## src/rtl/abus_reg_slave_if.sv

```systemverilog
// abus handshake/data bundle between abus_master and a register-bank target.
// The master modport drives request/op/address/write data; the slave modport answers.
interface abus_reg_slave_if #(
  parameter int unsigned ADDR_WIDTH = 16,
  parameter int unsigned DATA_WIDTH = 16
);
  logic                  abus_req;
  logic                  abus_write;
  logic                  abus_read;
  logic                  abus_abort;
  logic [ADDR_WIDTH-1:0] abus_maddress;
  logic [DATA_WIDTH-1:0] abus_mwdata;
  logic                  abus_ack;
  logic [DATA_WIDTH-1:0] abus_srdata;
  logic                  abus_ssel;

  modport master (
    output abus_req, abus_write, abus_read, abus_abort, abus_maddress, abus_mwdata,
    input  abus_ack, abus_srdata, abus_ssel
  );

  modport slave (
    input  abus_req, abus_write, abus_read, abus_abort, abus_maddress, abus_mwdata,
    output abus_ack, abus_srdata, abus_ssel
  );
endinterface

```

## src/rtl/abus_reg_slave.sv

```systemverilog
// abus register-bank target: NUM_REGS-1 R/W control registers plus a read-only status register.
// Optional ABUS_SLAVE_RDCLR_EN makes the status register sticky and clear-on-read.
module abus_reg_slave #(
  parameter int unsigned     ADDR_WIDTH  = 16,
  parameter int unsigned     DATA_WIDTH  = 16,
  parameter int unsigned     NUM_REGS    = 8,
  parameter logic [ADDR_WIDTH-1:0] BASE_ADDR = '0,
  parameter int unsigned     WAIT_CYCLES = 1
) (
  input  logic                           abus_clk,
  input  logic                           abus_rstb,
  abus_reg_slave_if.slave                bus,
  input  logic [DATA_WIDTH-1:0]          hw_status,
  output logic [NUM_REGS*DATA_WIDTH-1:0] reg_q,
  output logic [NUM_REGS-1:0]            reg_wr_pulse
);

  localparam int unsigned IDX_W = $clog2(NUM_REGS);
  localparam int unsigned TOP   = NUM_REGS - 1;

  typedef enum logic [1:0] {S_IDLE, S_WAIT, S_ACK} state_t;
  typedef enum logic [1:0] {OP_ABORT, OP_WRITE, OP_READ} op_t;

  state_t                state, state_d;
  logic [3:0]            cnt, cnt_d;
  logic                  capture, exec;
  logic                  hit;
  op_t                   req_op, cap_op;
  logic [IDX_W-1:0]      cap_idx;
  logic [DATA_WIDTH-1:0] cap_wdata;
  logic [DATA_WIDTH-1:0] status_q;
  logic [DATA_WIDTH-1:0] srdata_q;
  logic                  ack_q;
  logic [DATA_WIDTH-1:0] rd_value;

  assign hit = (bus.abus_maddress[ADDR_WIDTH-1:IDX_W] == BASE_ADDR[ADDR_WIDTH-1:IDX_W]);

  always_comb begin
    req_op = OP_READ;
    if (bus.abus_abort)      req_op = OP_ABORT;
    else if (bus.abus_write) req_op = OP_WRITE;
  end

  always_ff @(posedge abus_clk or negedge abus_rstb) begin
    if (!abus_rstb) begin
      state <= S_IDLE;
      cnt   <= '0;
    end else begin
      state <= state_d;
      cnt   <= cnt_d;
    end
  end

  always_comb begin
    state_d = state;
    cnt_d   = cnt;
    capture = 1'b0;
    exec    = 1'b0;
    unique case (state)
      S_IDLE: begin
        if (bus.abus_req && hit && (bus.abus_abort || bus.abus_write || bus.abus_read)) begin
          capture = 1'b1;
          cnt_d   = 4'(WAIT_CYCLES);
          state_d = bus.abus_abort ? S_ACK : S_WAIT;
        end
      end
      S_WAIT: begin
        if (!bus.abus_req) begin
          state_d = S_IDLE;
        end else if (bus.abus_abort) begin
          state_d = S_ACK;
        end else if (cnt == '0) begin
          exec    = 1'b1;
          state_d = S_ACK;
        end else begin
          cnt_d = cnt - 4'd1;
        end
      end
      S_ACK: begin
        if (!bus.abus_req) state_d = S_IDLE;
      end
      default: state_d = S_IDLE;
    endcase
  end

  // Request fields are latched once at capture; the bus may change freely afterwards.
  always_ff @(posedge abus_clk or negedge abus_rstb) begin
    if (!abus_rstb) begin
      cap_op    <= OP_ABORT;
      cap_idx   <= '0;
      cap_wdata <= '0;
    end else if (capture) begin
      cap_op    <= req_op;
      cap_idx   <= bus.abus_maddress[IDX_W-1:0];
      cap_wdata <= bus.abus_mwdata;
    end
  end

  for (genvar i = 0; i < TOP; i++) begin : g_ctrl
    logic [DATA_WIDTH-1:0] r;
    always_ff @(posedge abus_clk or negedge abus_rstb) begin
      if (!abus_rstb) begin
        r               <= '0;
        reg_wr_pulse[i] <= 1'b0;
      end else begin
        reg_wr_pulse[i] <= 1'b0;
        if (exec && cap_op == OP_WRITE && cap_idx == IDX_W'(i)) begin
          r               <= cap_wdata;
          reg_wr_pulse[i] <= 1'b1;
        end
      end
    end
    assign reg_q[i*DATA_WIDTH +: DATA_WIDTH] = r;
  end

  // The status slot is never written from the bus, so its strobe stays low.
  assign reg_wr_pulse[TOP]                     = 1'b0;
  assign reg_q[TOP*DATA_WIDTH +: DATA_WIDTH]   = status_q;
  assign rd_value = reg_q[cap_idx*DATA_WIDTH +: DATA_WIDTH];

`ifdef ABUS_SLAVE_RDCLR_EN
  logic rd_clr;
  assign rd_clr = exec && (cap_op == OP_READ) && (cap_idx == IDX_W'(TOP));

  // OR-ing in hw_status after the clear lets a same-cycle set survive.
  always_ff @(posedge abus_clk or negedge abus_rstb) begin
    if (!abus_rstb) status_q <= '0;
    else            status_q <= (rd_clr ? '0 : status_q) | hw_status;
  end
`else
  always_ff @(posedge abus_clk or negedge abus_rstb) begin
    if (!abus_rstb) status_q <= '0;
    else            status_q <= hw_status;
  end
`endif

  always_ff @(posedge abus_clk or negedge abus_rstb) begin
    if (!abus_rstb) begin
      ack_q    <= 1'b0;
      srdata_q <= '0;
    end else begin
      ack_q <= (state == S_ACK);
      if (exec && cap_op == OP_READ)                srdata_q <= rd_value;
      else if (state == S_ACK && state_d == S_IDLE) srdata_q <= '0;
    end
  end

  assign bus.abus_ack    = ack_q;
  assign bus.abus_srdata = srdata_q;
  assign bus.abus_ssel   = (state != S_IDLE);

endmodule

```

## src/flat_wrapper.sv

```systemverilog
// flat-port wrapper written by rule: the top's interface ports become plain ports
module abus_reg_slave_flat 
#(
  parameter int unsigned     ADDR_WIDTH  = 16,
  parameter int unsigned     DATA_WIDTH  = 16,
  parameter int unsigned     NUM_REGS    = 8,
  parameter logic [ADDR_WIDTH-1:0] BASE_ADDR = '0,
  parameter int unsigned     WAIT_CYCLES = 1
)
  (abus_clk, abus_rstb, hw_status, reg_q, reg_wr_pulse, bus_abus_req, bus_abus_write, bus_abus_read, bus_abus_abort, bus_abus_maddress, bus_abus_mwdata, bus_abus_ack, bus_abus_srdata, bus_abus_ssel);
  abus_reg_slave_if #(.ADDR_WIDTH(ADDR_WIDTH), .DATA_WIDTH(DATA_WIDTH)) bus_i ();
  input  logic abus_clk;
  input  logic abus_rstb;
  input  logic [DATA_WIDTH-1:0] hw_status;
  output logic [NUM_REGS*DATA_WIDTH-1:0] reg_q;
  output logic [NUM_REGS-1:0] reg_wr_pulse;
  input wire logic [$bits(bus_i.abus_req)-1:0] bus_abus_req;
  input wire logic [$bits(bus_i.abus_write)-1:0] bus_abus_write;
  input wire logic [$bits(bus_i.abus_read)-1:0] bus_abus_read;
  input wire logic [$bits(bus_i.abus_abort)-1:0] bus_abus_abort;
  input wire logic [$bits(bus_i.abus_maddress)-1:0] bus_abus_maddress;
  input wire logic [$bits(bus_i.abus_mwdata)-1:0] bus_abus_mwdata;
  output wire logic [$bits(bus_i.abus_ack)-1:0] bus_abus_ack;
  output wire logic [$bits(bus_i.abus_srdata)-1:0] bus_abus_srdata;
  output wire logic [$bits(bus_i.abus_ssel)-1:0] bus_abus_ssel;
  assign bus_i.abus_req = bus_abus_req;
  assign bus_i.abus_write = bus_abus_write;
  assign bus_i.abus_read = bus_abus_read;
  assign bus_i.abus_abort = bus_abus_abort;
  assign bus_i.abus_maddress = bus_abus_maddress;
  assign bus_i.abus_mwdata = bus_abus_mwdata;
  assign bus_abus_ack = bus_i.abus_ack;
  assign bus_abus_srdata = bus_i.abus_srdata;
  assign bus_abus_ssel = bus_i.abus_ssel;
  abus_reg_slave #(.ADDR_WIDTH(ADDR_WIDTH), .DATA_WIDTH(DATA_WIDTH), .NUM_REGS(NUM_REGS), .BASE_ADDR(BASE_ADDR), .WAIT_CYCLES(WAIT_CYCLES)) u_core (.abus_clk(abus_clk), .abus_rstb(abus_rstb), .bus(bus_i), .hw_status(hw_status), .reg_q(reg_q), .reg_wr_pulse(reg_wr_pulse));
endmodule
```

## config.mk

```make
export PLATFORM = sky130hd
export DESIGN_NAME = abus_reg_slave_flat
export DESIGN_NICKNAME = d
export VERILOG_FILES = /design/src/rtl/abus_reg_slave_if.sv /design/src/rtl/abus_reg_slave.sv /design/src/flat_wrapper.sv
export SDC_FILE = /design/constraint.sdc
export NUM_CORES = 1
export LEC_CHECK = 0
export CAP_MARGIN = 10
export CORE_UTILIZATION = 45
export DETAILED_ROUTE_END_ITERATION = 12
export HOLD_SLACK_MARGIN = 0.02
export PLACE_DENSITY_LB_ADDON = 0.12
export RECOVER_POWER = 25
export SLEW_MARGIN = 30
export SYNTH_ARGS = -nofsm -noshare
export SYNTH_HDL_FRONTEND = slang
export SYNTH_SLANG_ARGS = --single-unit
```

## constraint.sdc

```tcl
create_clock -name abus_clk -period 2.88 [get_ports abus_clk]
set_input_delay 0.288 -clock abus_clk [delete_from_list [all_inputs] [get_ports abus_clk]]
set_output_delay 0.288 -clock abus_clk [all_outputs]
set_load 0.05 [all_outputs]
```

---- Word level (Yosys, flattened, before mapping) ----
Cells that the tools add are included.
word-level totals
  input port bits ......................... 54
  register bits after elaboration ......... 179
  output and inout port bits .............. 154
  word-level logic and storage cells ...... 90
operators by class
  equal/unequal tests ..................... 14
  add/sub/neg operators ................... 1
  multiplexer cells ....................... 29
  shift operators ......................... 1
  reductions and logical operators ........ 23
operators by type and width
  cell                   number
  $shiftx A128 B8 Y16    1
  $mux W16               2
  $mux W2                8
  $mux W4                4
  $logic_not A13 Y1      1
  $mux W1                13
  $logic_and A1 B1 Y1    12
  $eq A3 B3 Y1 const B   3
  $pmux W4 S2            1
  $eq A3 B2 Y1 const B   2
  $ne A2 B2 Y1 const B   3
  $pmux W2 S3            1
  $reduce_bool A2 Y1     3
  $reduce_and A5 Y1      1
  $eq A2 B1 Y1 const B   2
  $eq A2 B2 Y1 const B   2
  $logic_not A2 Y1       2
  $logic_not A4 Y1       1
  $sub A4 B1 Y4 const B  1
  $eq A3 B1 Y1 const B   1
  $logic_not A3 Y1       1
  $logic_or A1 B1 Y1     2
  $ne A2 B1 Y1 const B   1

---- Longest topological paths before layout ----
Gate-level depths: netlist (run 1).
  word-level depth ........................ 9
  depth in mapped cells ................... 9

---- Worst setup path after synthesis (run 1) ----
OpenSTA, ideal clock, no wires.
  path kind ............................... flip-flop to flip-flop
  from .................................... reg u_core.cnt[0]
  to ...................................... reg u_core.g_ctrl[5].r[10]
  library setup time ...................... 0.125 ns
  cell stages (with the launch flop) ...... 9
  required time ........................... 2.755 ns
  clock period less this slack ............ 2.429 ns
  arrival ................................. 2.304 ns
  path slack .............................. 0.451 ns
  path through ............................ dfrtp_1 -> inv_1 -> ha_1 -> nand4bb_1 -> or3b_2 -> clkbuf_1 -> nor3_2 -> buf_6 -> mux2_2
on the way
  cells in the longest elaborated chain, start to end .. 7
RTL lines
  what                              line                   RTL
  start, declared                   abus_reg_slave.sv:25   logic [3:0] cnt, cnt_d;
  start signal, assigned            abus_reg_slave.sv:50   cnt <= cnt_d;
  $logic_not A4 Y1                  abus_reg_slave.sv:72   end else if (cnt == '0) begin
  $mux W1                           abus_reg_slave.sv:72
  $mux W1                           abus_reg_slave.sv:70   end else if (bus.abus_abort) begin
  $mux W1                           abus_reg_slave.sv:68   if (!bus.abus_req) begin
  $mux W1                           abus_reg_slave.sv:59   unique case (state)
  $logic_and A1 B1 Y1 (2 in a row)  abus_reg_slave.sv:107  if (exec && cap_op == OP_WRITE && cap_idx == IDX_W'(i)) begin
  end signal, assigned              abus_reg_slave.sv:108  r <= cap_wdata;
  end, declared                     abus_reg_slave.sv:100  logic [DATA_WIDTH-1:0] r;
Every way passes these cells.
A chain may end at the register's enable or synchronous reset.

---- Final worst setup path (run 1) ----
  from .................................... reg u_core.cnt[0]
  to ...................................... reg u_core.g_ctrl[2].r[10]
on the way
  cells in the longest elaborated chain, start to end .. 7
RTL lines
  what                              line
  $logic_not A4 Y1                  abus_reg_slave.sv:72
  $mux W1                           abus_reg_slave.sv:72
  $mux W1                           abus_reg_slave.sv:70
  $mux W1                           abus_reg_slave.sv:68
  $mux W1                           abus_reg_slave.sv:59
  $logic_and A1 B1 Y1 (2 in a row)  abus_reg_slave.sv:107
  end signal, assigned              abus_reg_slave.sv:108
  end, declared                     abus_reg_slave.sv:100
Every way passes these cells.

==> results by group, run 1 <==
Run status
  – Outcome: finished, final reports clean

Synthesis
  – Post-synth ARST share: 100.0%
  – Synth Instances: 463
  – Syn. warnings: 0
  – Netlist cell types: 40
  – Sequential element share of the synthesized area: 58.71%
  – Post-Syn Area per Cell: 16.48 µm²
  – Post-Syn Nets: 519
  – Mapped Area: 7630 µm²
  – Post-synth EDFFs: 0
  – Synthesized flop and latch total: 179
  – Top FF cell, synth: dfrtp_1

Worst setup path
  – Worst r2r src: u_core.cnt[0]$_DFFE_PN0P_
  – Worst Reg-to-Reg Cells: 7
  – Crit. End Element: register
  – Slowest CP cell: or4_1
  – Max incr delay on CP: 480 ps
  – RR Endpoint: u_core.g_ctrl[2].r[10]$_DFFE_PN0P_
  – R2r setup slk: 430 ps
  – Crit-path cells: inv_1 -> ha_1 -> nand4bb_1 -> or3_1 -> or4_1 -> buf_4 -> mux2_2
  – Startpoint Class: register
  – Worst path required time: 3180 ps
  – CP Data Arrival Time: 2750 ps
  – Crit Path Max Fanout: 12
  – Buffers & Inverters on Critical Path: 2
  – Crit path max-delay family: simple AND/OR/NAND/NOR gates
  – Crit path kind: register to register

Global route
  – GRT Util Overall: 24.62%
  – Grt total ovfl: 0
  – Largest net degree at the start of global routing: 88
  – Global-route track usage on met1: 32.42%
  – Met2 Use GR: 40.45%
  – Initial antenna violation count: 0
  – First-pass GRT wire length: 31.88 mm
  – Met3 Track Usage GR: 6.882%
  – Vias in the first global route: 5404
  – Grt peak-use layer: met2

Finish
  – Most common cell after layout, fill and taps aside: clkdlybuf4s50_1
  – Ratio of cells with drive above 1 in the final layout: 35.86%
  – Most frequent cells in the layout: clkdlybuf4s50_1, dfrtp_1, mux2_2, mux4_2, buf_4
  – Antenna diodes: 0
  – Post-layout nets: 743
  – Multi-input logic area: 2980 µm²
  – Area Growth Syn to Fin: 39.65%
  – Register area: 4482 µm²
  – Fillers: 1220
  – Finished Core Util: 64.25%

Die
  – Die height: 132.2 µm
  – Die Span X: 132.2 µm
  – Core ar.: 16580 µm²
  – I/O pin cnt: 208
  – Initial Util: 46.01%
  – Row count: 47
  – DIE AREA: 17480 µm²

Drt
  – Post-DR vias/cell: 5.397
  – DRC viols: 0
  – Final WL: 20.19 mm
  – Drt first-iter violations: 189
  – Wire per inst: 21.94 µm
  – Via count: 4965
  – ANT nets after route: 0
  – Pre-antenna DRT Iters: 4

Clock network
  – CTS Sinks: 179
  – Max Root-Sink Buffers: 2
  – Root buffer cell: clkbuf_16
  – H-tree depth: 4
  – CTS tree: done
  – Worst skew pair latency: 420 ps
  – Number of CTS-inserted buffers: 17
  – Post-CTS Setup Repair Bufs: 0
  – Clock-pin slew on the worst setup and hold paths: 70 ps

Timing
  – Max Slew Vio Count: 0
  – RSZ-0062 raised after global routing: false
  – Period minus WS final: 2448 ps
  – Fin. Hold Viols: 0
  – Clock Skews: 6.300 ps
  – Rel. slew slack: 24.30%
  – Fin crit share: 85.01%
  – Fmax: 408.4 MHz
  – Final setup fails: 0
  – Setup Total Neg Slack: 0 ps
  – Slew @ Worst Pin: 1135 ps

Power
  – VDD IR-drop max: 0.4915 mV
  – Power density over cell area: 475.3 nW/µm²
  – P_leak: 4.809 nW

Placement
  – Buffers added on ports: 206
  – DP HPWL: 13.65 mm
  – RD Place Congestion: 0.7858

Run
  – Number of max-cap violations: 0

Hold path
  – Min-Delay Startpoint: hw_status[8]
  – Min-delay worst type: primary input to register
  – Hold Path Depth: 1
  – Hold Path End: u_core.status_q[8]$_DFF_PN0_
## repair_timing
| action | CTS | global route |
|---|---|---|
| gates resized for setup | 0 | 0 |
| endpoints found under the hold margin | 83 | 0 |
| hold buffers | 1 | 0 |
## power by group
part,switching (mW),total [mW],internal [mW]
logic,0.115,0.199,0.0843
clock network,0.933,2.33,1.40
registers,0.00860,2.54,2.53
## sequential cells by signal, indices dropped and copies added (netlist names)
register                count
u_core.cap_wdata           16
u_core.state                2
u_core.bus.abus_ack         1
u_core.cnt                  4
u_core.cap_idx              3
u_core.cap_op               2
u_core.status_q            16
u_core.g_ctrl.r           112
u_core.reg_wr_pulse         7
u_core.bus.abus_srdata     16
## cells in the mapped netlist (3+ instances only)
master    instances  area [µm²]
a22o_1           17       148.9
buf_1             3       11.26
buf_2             9       45.04
buf_4             4       30.03
buf_6             3       33.78
clkbuf_1          7       26.28
dfrtp_1         179        4479
inv_1             8       30.03
mux2_2          149        1678
mux4_2           32       720.7
nand2_1           4       15.01
nand3_1           3       15.01
nor2_1            3       11.26
nor4_1            3       18.77
## cells by family (layout without fill, tap and decap cells)
logic type / count (synthesis) / count (layout) / synth area share, %
compound gates: 22 / 22 / 2.345
other cells: 1 / 1 / 0.04915
flops: 179 / 179 / 58.71
fa+ha+maj: 2 / 2 / 0.3279
simple gates: 40 / 40 / 4.231
buf+inv: 36 / 273 / 2.673
mux: 181 / 181 / 31.44
xor+xnor: 2 / 2 / 0.2296
## final cells by class
type | instances | area share (%)
multi-input cells | 248 | 27.97
repair buffers | 233 | 21.47
well taps | 220 | 2.583
clock inverters | 7 | 0.8924
clock buffers | 25 | 4.744
inverters | 8 | 0.2818
flip-flops and latches | 179 | 42.06
## stage by stage
| stage | worst slack (ps) | cell area, µm² | std cells | total power, mW | hold slack [ps] |
|---|---|---|---|---|---|
| global route | 298.6 | 10660 | 920 | 5.253 | 397.5 |
| CTS | 454.1 | 10670 | 920 | 5.139 | 277.5 |
| detailed placement | 231.1 | 10060 | 887 | 2.791 | 406.2 |
| finish | 431.7 | 10660 | 920 | 5.064 | 413.5 |
| floorplan | 451.0 | 7630 | 463 | 2.632 | -7.591 |
| global placement | 242.6 | 10060 | 887 | 2.788 | 400.3 |
## metal layers
| layer | vias to the layer above | wire length [µm] |
|---|---|---|
| met5 | - | 0 |
| met4 | 0 | 227 |
| met3 | 12 | 1059 |
| met2 | 136 | 10090 |
| met1 | 2647 | 8812 |
| li1 | 2170 | - |
## worst max path at each step
stage	cells after the start	startpoint	end	slack (ps)
final	7	u_core.cnt[0]$_DFFE_PN0P_	u_core.g_ctrl[2].r[10]$_DFFE_PN0P_	430
after floorplan	8	u_core.cnt[0]$_DFFE_PN0P_	u_core.g_ctrl[5].r[10]$_DFFE_PN0P_	450
after detailed placement	6	bus_abus_maddress[6]	u_core.cap_wdata[0]$_DFFE_PN0P_	230
after global routing	7	u_core.cnt[0]$_DFFE_PN0P_	u_core.g_ctrl[2].r[10]$_DFFE_PN0P_	300
after CTS	7	u_core.cnt[0]$_DFFE_PN0P_	u_core.g_ctrl[2].r[10]$_DFFE_PN0P_	450
after global placement	6	bus_abus_maddress[6]	u_core.cap_wdata[8]$_DFFE_PN0P_	240
Note: power is estimated with default switching activity, not from simulation.
==> inputs of run 2 (changes only) <==
Settings changed: CTS_CLUSTER_DIAMETER from default to 200, TNS_END_PERCENT from default to 30.
==> results of run 2 <==
Same layout as run 1: the final DEF is identical, and so are final timing and power.
==> inputs of run 3 (changes only) <==
Settings changed: CORE_UTILIZATION 45 to 52.
Clock period 2.88 ns to 3 ns, I/O delays scaled along.
==> run 3 against run 2 <==
Net effect:
- non-clock buffer count up 3
- wire length down 0.36%
- register-to-register slack better by 100 ps
- highest routed layer unchanged
- power down 5.1%
- sequential share of layout area up 0.079 points
- core utilization up 11 points
- critical path depth unchanged
- die area down 13%
- cell area down 0.19%
- via count up 1.6%
- sequential power down 4%
==> results by group, run 3 (synthesis gave the netlist of run 1 again) <==
Run status
  – Outcome: finished, final reports clean

Drt
  – Wire per inst: 22.86 µm (+4.2%)
  – Final WL: 20.12 mm (-0.36%)
  – ANT nets after route: 0 (unchanged)
  – Pre-antenna DRT Iters: 4 (unchanged)
  – DRC viols: 0 (unchanged)
  – Drt first-iter violations: 279 (+48%)
  – Via count: 5046 (+1.6%)
  – Post-DR vias/cell: 5.734 (+6.3%)

Placement
  – Buffers added on ports: 206 (unchanged)
  – DP HPWL: 13.61 mm (-0.27%)
  – RD Place Congestion: 0.7961 (+1.3%)

Timing
  – Max Slew Vio Count: 0 (unchanged)
  – Setup Total Neg Slack: 0 ps (unchanged)
  – Clock Skews: 5.474 ps (-0.8261 ps)
  – Period minus WS final: 2464 ps (+15.78 ps)
  – Final setup fails: 0 (unchanged)
  – Slew @ Worst Pin: 843.9 ps (-291.6 ps)
  – Fmax: 405.8 MHz (-0.64%)
  – RSZ-0062 raised after global routing: false
  – Fin crit share: 82.14% (-2.9 points)
  – Fin. Hold Viols: 0 (unchanged)
  – Rel. slew slack: 43.74% (+19 points)

Worst setup path
  – Slowest CP cell: or3b_2
  – RR Endpoint: u_core.g_ctrl[5].r[5]$_DFFE_PN0P_
  – Worst r2r src: u_core.cnt[0]$_DFFE_PN0P_
  – Crit Path Max Fanout: 12 (unchanged)
  – Crit path kind: register to register
  – R2r setup slk: 540 ps (+100 ps)
  – Worst path required time: 3300 ps (+120 ps)
  – Crit-path cells: inv_1 -> ha_1 -> nand4bb_1 -> or3b_2 -> nor3_4 -> buf_4 -> mux2_2
  – CP Data Arrival Time: 2770 ps (+20 ps)
  – Startpoint Class: register
  – Worst Reg-to-Reg Cells: 7 (unchanged)
  – Buffers & Inverters on Critical Path: 2 (unchanged)
  – Crit. End Element: register
  – Crit path max-delay family: simple AND/OR/NAND/NOR gates
  – Max incr delay on CP: 580 ps (+100 ps)

Finish
  – Antenna diodes: 0 (unchanged)
  – Post-layout nets: 746 (+0.40%)
  – Most frequent cells in the layout: clkdlybuf4s50_1, dfrtp_1, mux2_2, mux4_2, buf_4
  – Fillers: 863 (-29%)
  – Area Growth Syn to Fin: 39.39%
  – Most common cell after layout, fill and taps aside: clkdlybuf4s50_1
  – Largest Register: u_core.g_ctrl.r
  – Finished Core Util: 75.45% (+11 points)
  – Max reg flops: 112 (unchanged)
  – Ratio of cells with drive above 1 in the final layout: 36.14% (+0.29 points)

Clock network
  – CTS tree: done
  – Number of CTS-inserted buffers: 17 (unchanged)
  – Root buffer cell: clkbuf_16
  – Clock-pin slew on the worst setup and hold paths: 60 ps (about the same)
  – Max Root-Sink Buffers: 2 (unchanged)
  – CTS Sinks: 179 (unchanged)
  – CTS resizes: 0 (unchanged)
  – Worst skew pair latency: 420 ps (about the same)
  – Post-CTS Setup Repair Bufs: 0 (unchanged)
  – Post-CTS Hold Buffers: 1 (unchanged)
  – H-tree depth: 4 (unchanged)

Global route
  – GRT Util Overall: 28.50% (+3.9 points)
  – First-pass GRT wire length: 31.12 mm (-2.4%)
  – Grt total ovfl: 0 (unchanged)
  – Largest net degree at the start of global routing: 89 (+1.1%)
  – Initial antenna violation count: 0 (unchanged)
  – Vias in the first global route: 5309 (-1.8%)

Die
  – Die height: 123.1 µm (-6.9%)
  – Core ar.: 14100 µm² (-15%)
  – I/O pin cnt: 208 (unchanged)
  – Row count: 43 (-8.5%)
  – Initial Util: 54.13% (+8.1 points)
  – Die Span X: 123.1 µm (-6.9%)
  – DIE AREA: 15160 µm² (-13%)

Hold path
  – Hold Path Depth: 1 (unchanged)
  – Hold Path End: u_core.status_q[10]$_DFF_PN0_
  – Min-delay worst type: primary input to register
  – Min-Delay Startpoint: hw_status[10]

Power
  – Power density over cell area: 452.0 nW/µm² (-4.9%)
  – P_leak: 4.829 nW (+0.41%)
  – VDD IR-drop max: 0.4043 mV (-18%)

Run
  – Number of max-cap violations: 0 (unchanged)
-- run 3: power breakdown --
part | internal [mW] | switching, mW | total (mW)
Combinational | 0.0847 | 0.111 | 0.196
Sequential | 2.43 | 0.00818 | 2.43
Clock | 1.32 | 0.857 | 2.18
-- run 3: area by class of cell --
cell class	instances	area (µm²)	area share, %
sequential	179	4482	42.14
clock buffer	24	501.7	4.718
multi-input combinational	248	2980	28.02
timing repair buffer	236	2341	22.01
inverter	8	30.03	0.2824
clock inverter	5	75.07	0.7059
tap	180	225.2	2.118
-- run 3: per-stage QoR --
stage | std cells | cell area (µm²) | power [mW] | setup WS (ps) | hold WS, ps
after floorplan | 463 | 7630 | 2.526 | 571.0 | 4.409
after global routing | 880 | 10640 | 4.951 | 438.9 | 424.8
after detailed placement | 850 | 10050 | 2.680 | 332.9 | 423.5
after global placement | 850 | 10050 | 2.674 | 358.3 | 411.9
after CTS | 880 | 10640 | 4.846 | 547.8 | 301.1
final | 880 | 10640 | 4.807 | 535.9 | 429.1
-- run 3: worst max-delay path by stage --
stage	startpoint	cells past startpoint	endpoint	slack, ps
finish	u_core.cnt[0]$_DFFE_PN0P_	7	u_core.g_ctrl[5].r[5]$_DFFE_PN0P_	540
global route	u_core.cnt[0]$_DFFE_PN0P_	7	u_core.g_ctrl[5].r[8]$_DFFE_PN0P_	440
CTS	u_core.cnt[0]$_DFFE_PN0P_	7	u_core.g_ctrl[5].r[5]$_DFFE_PN0P_	550
detailed placement	bus_abus_maddress[6]	6	u_core.cap_wdata[8]$_DFFE_PN0P_	330
global placement	bus_abus_maddress[6]	6	u_core.cap_wdata[7]$_DFFE_PN0P_	360
floorplan	u_core.cnt[0]$_DFFE_PN0P_	8	u_core.g_ctrl[5].r[10]$_DFFE_PN0P_	570
-- run 3: layer usage --
metal  vias up  share of wire, %  track usage [%]
met5         -                 0                0
met4         0               1.8            9.488
met3        30               6.2            6.411
met2       181                51            47.84
met1      2655                41            36.76
li1       2180                 -                -
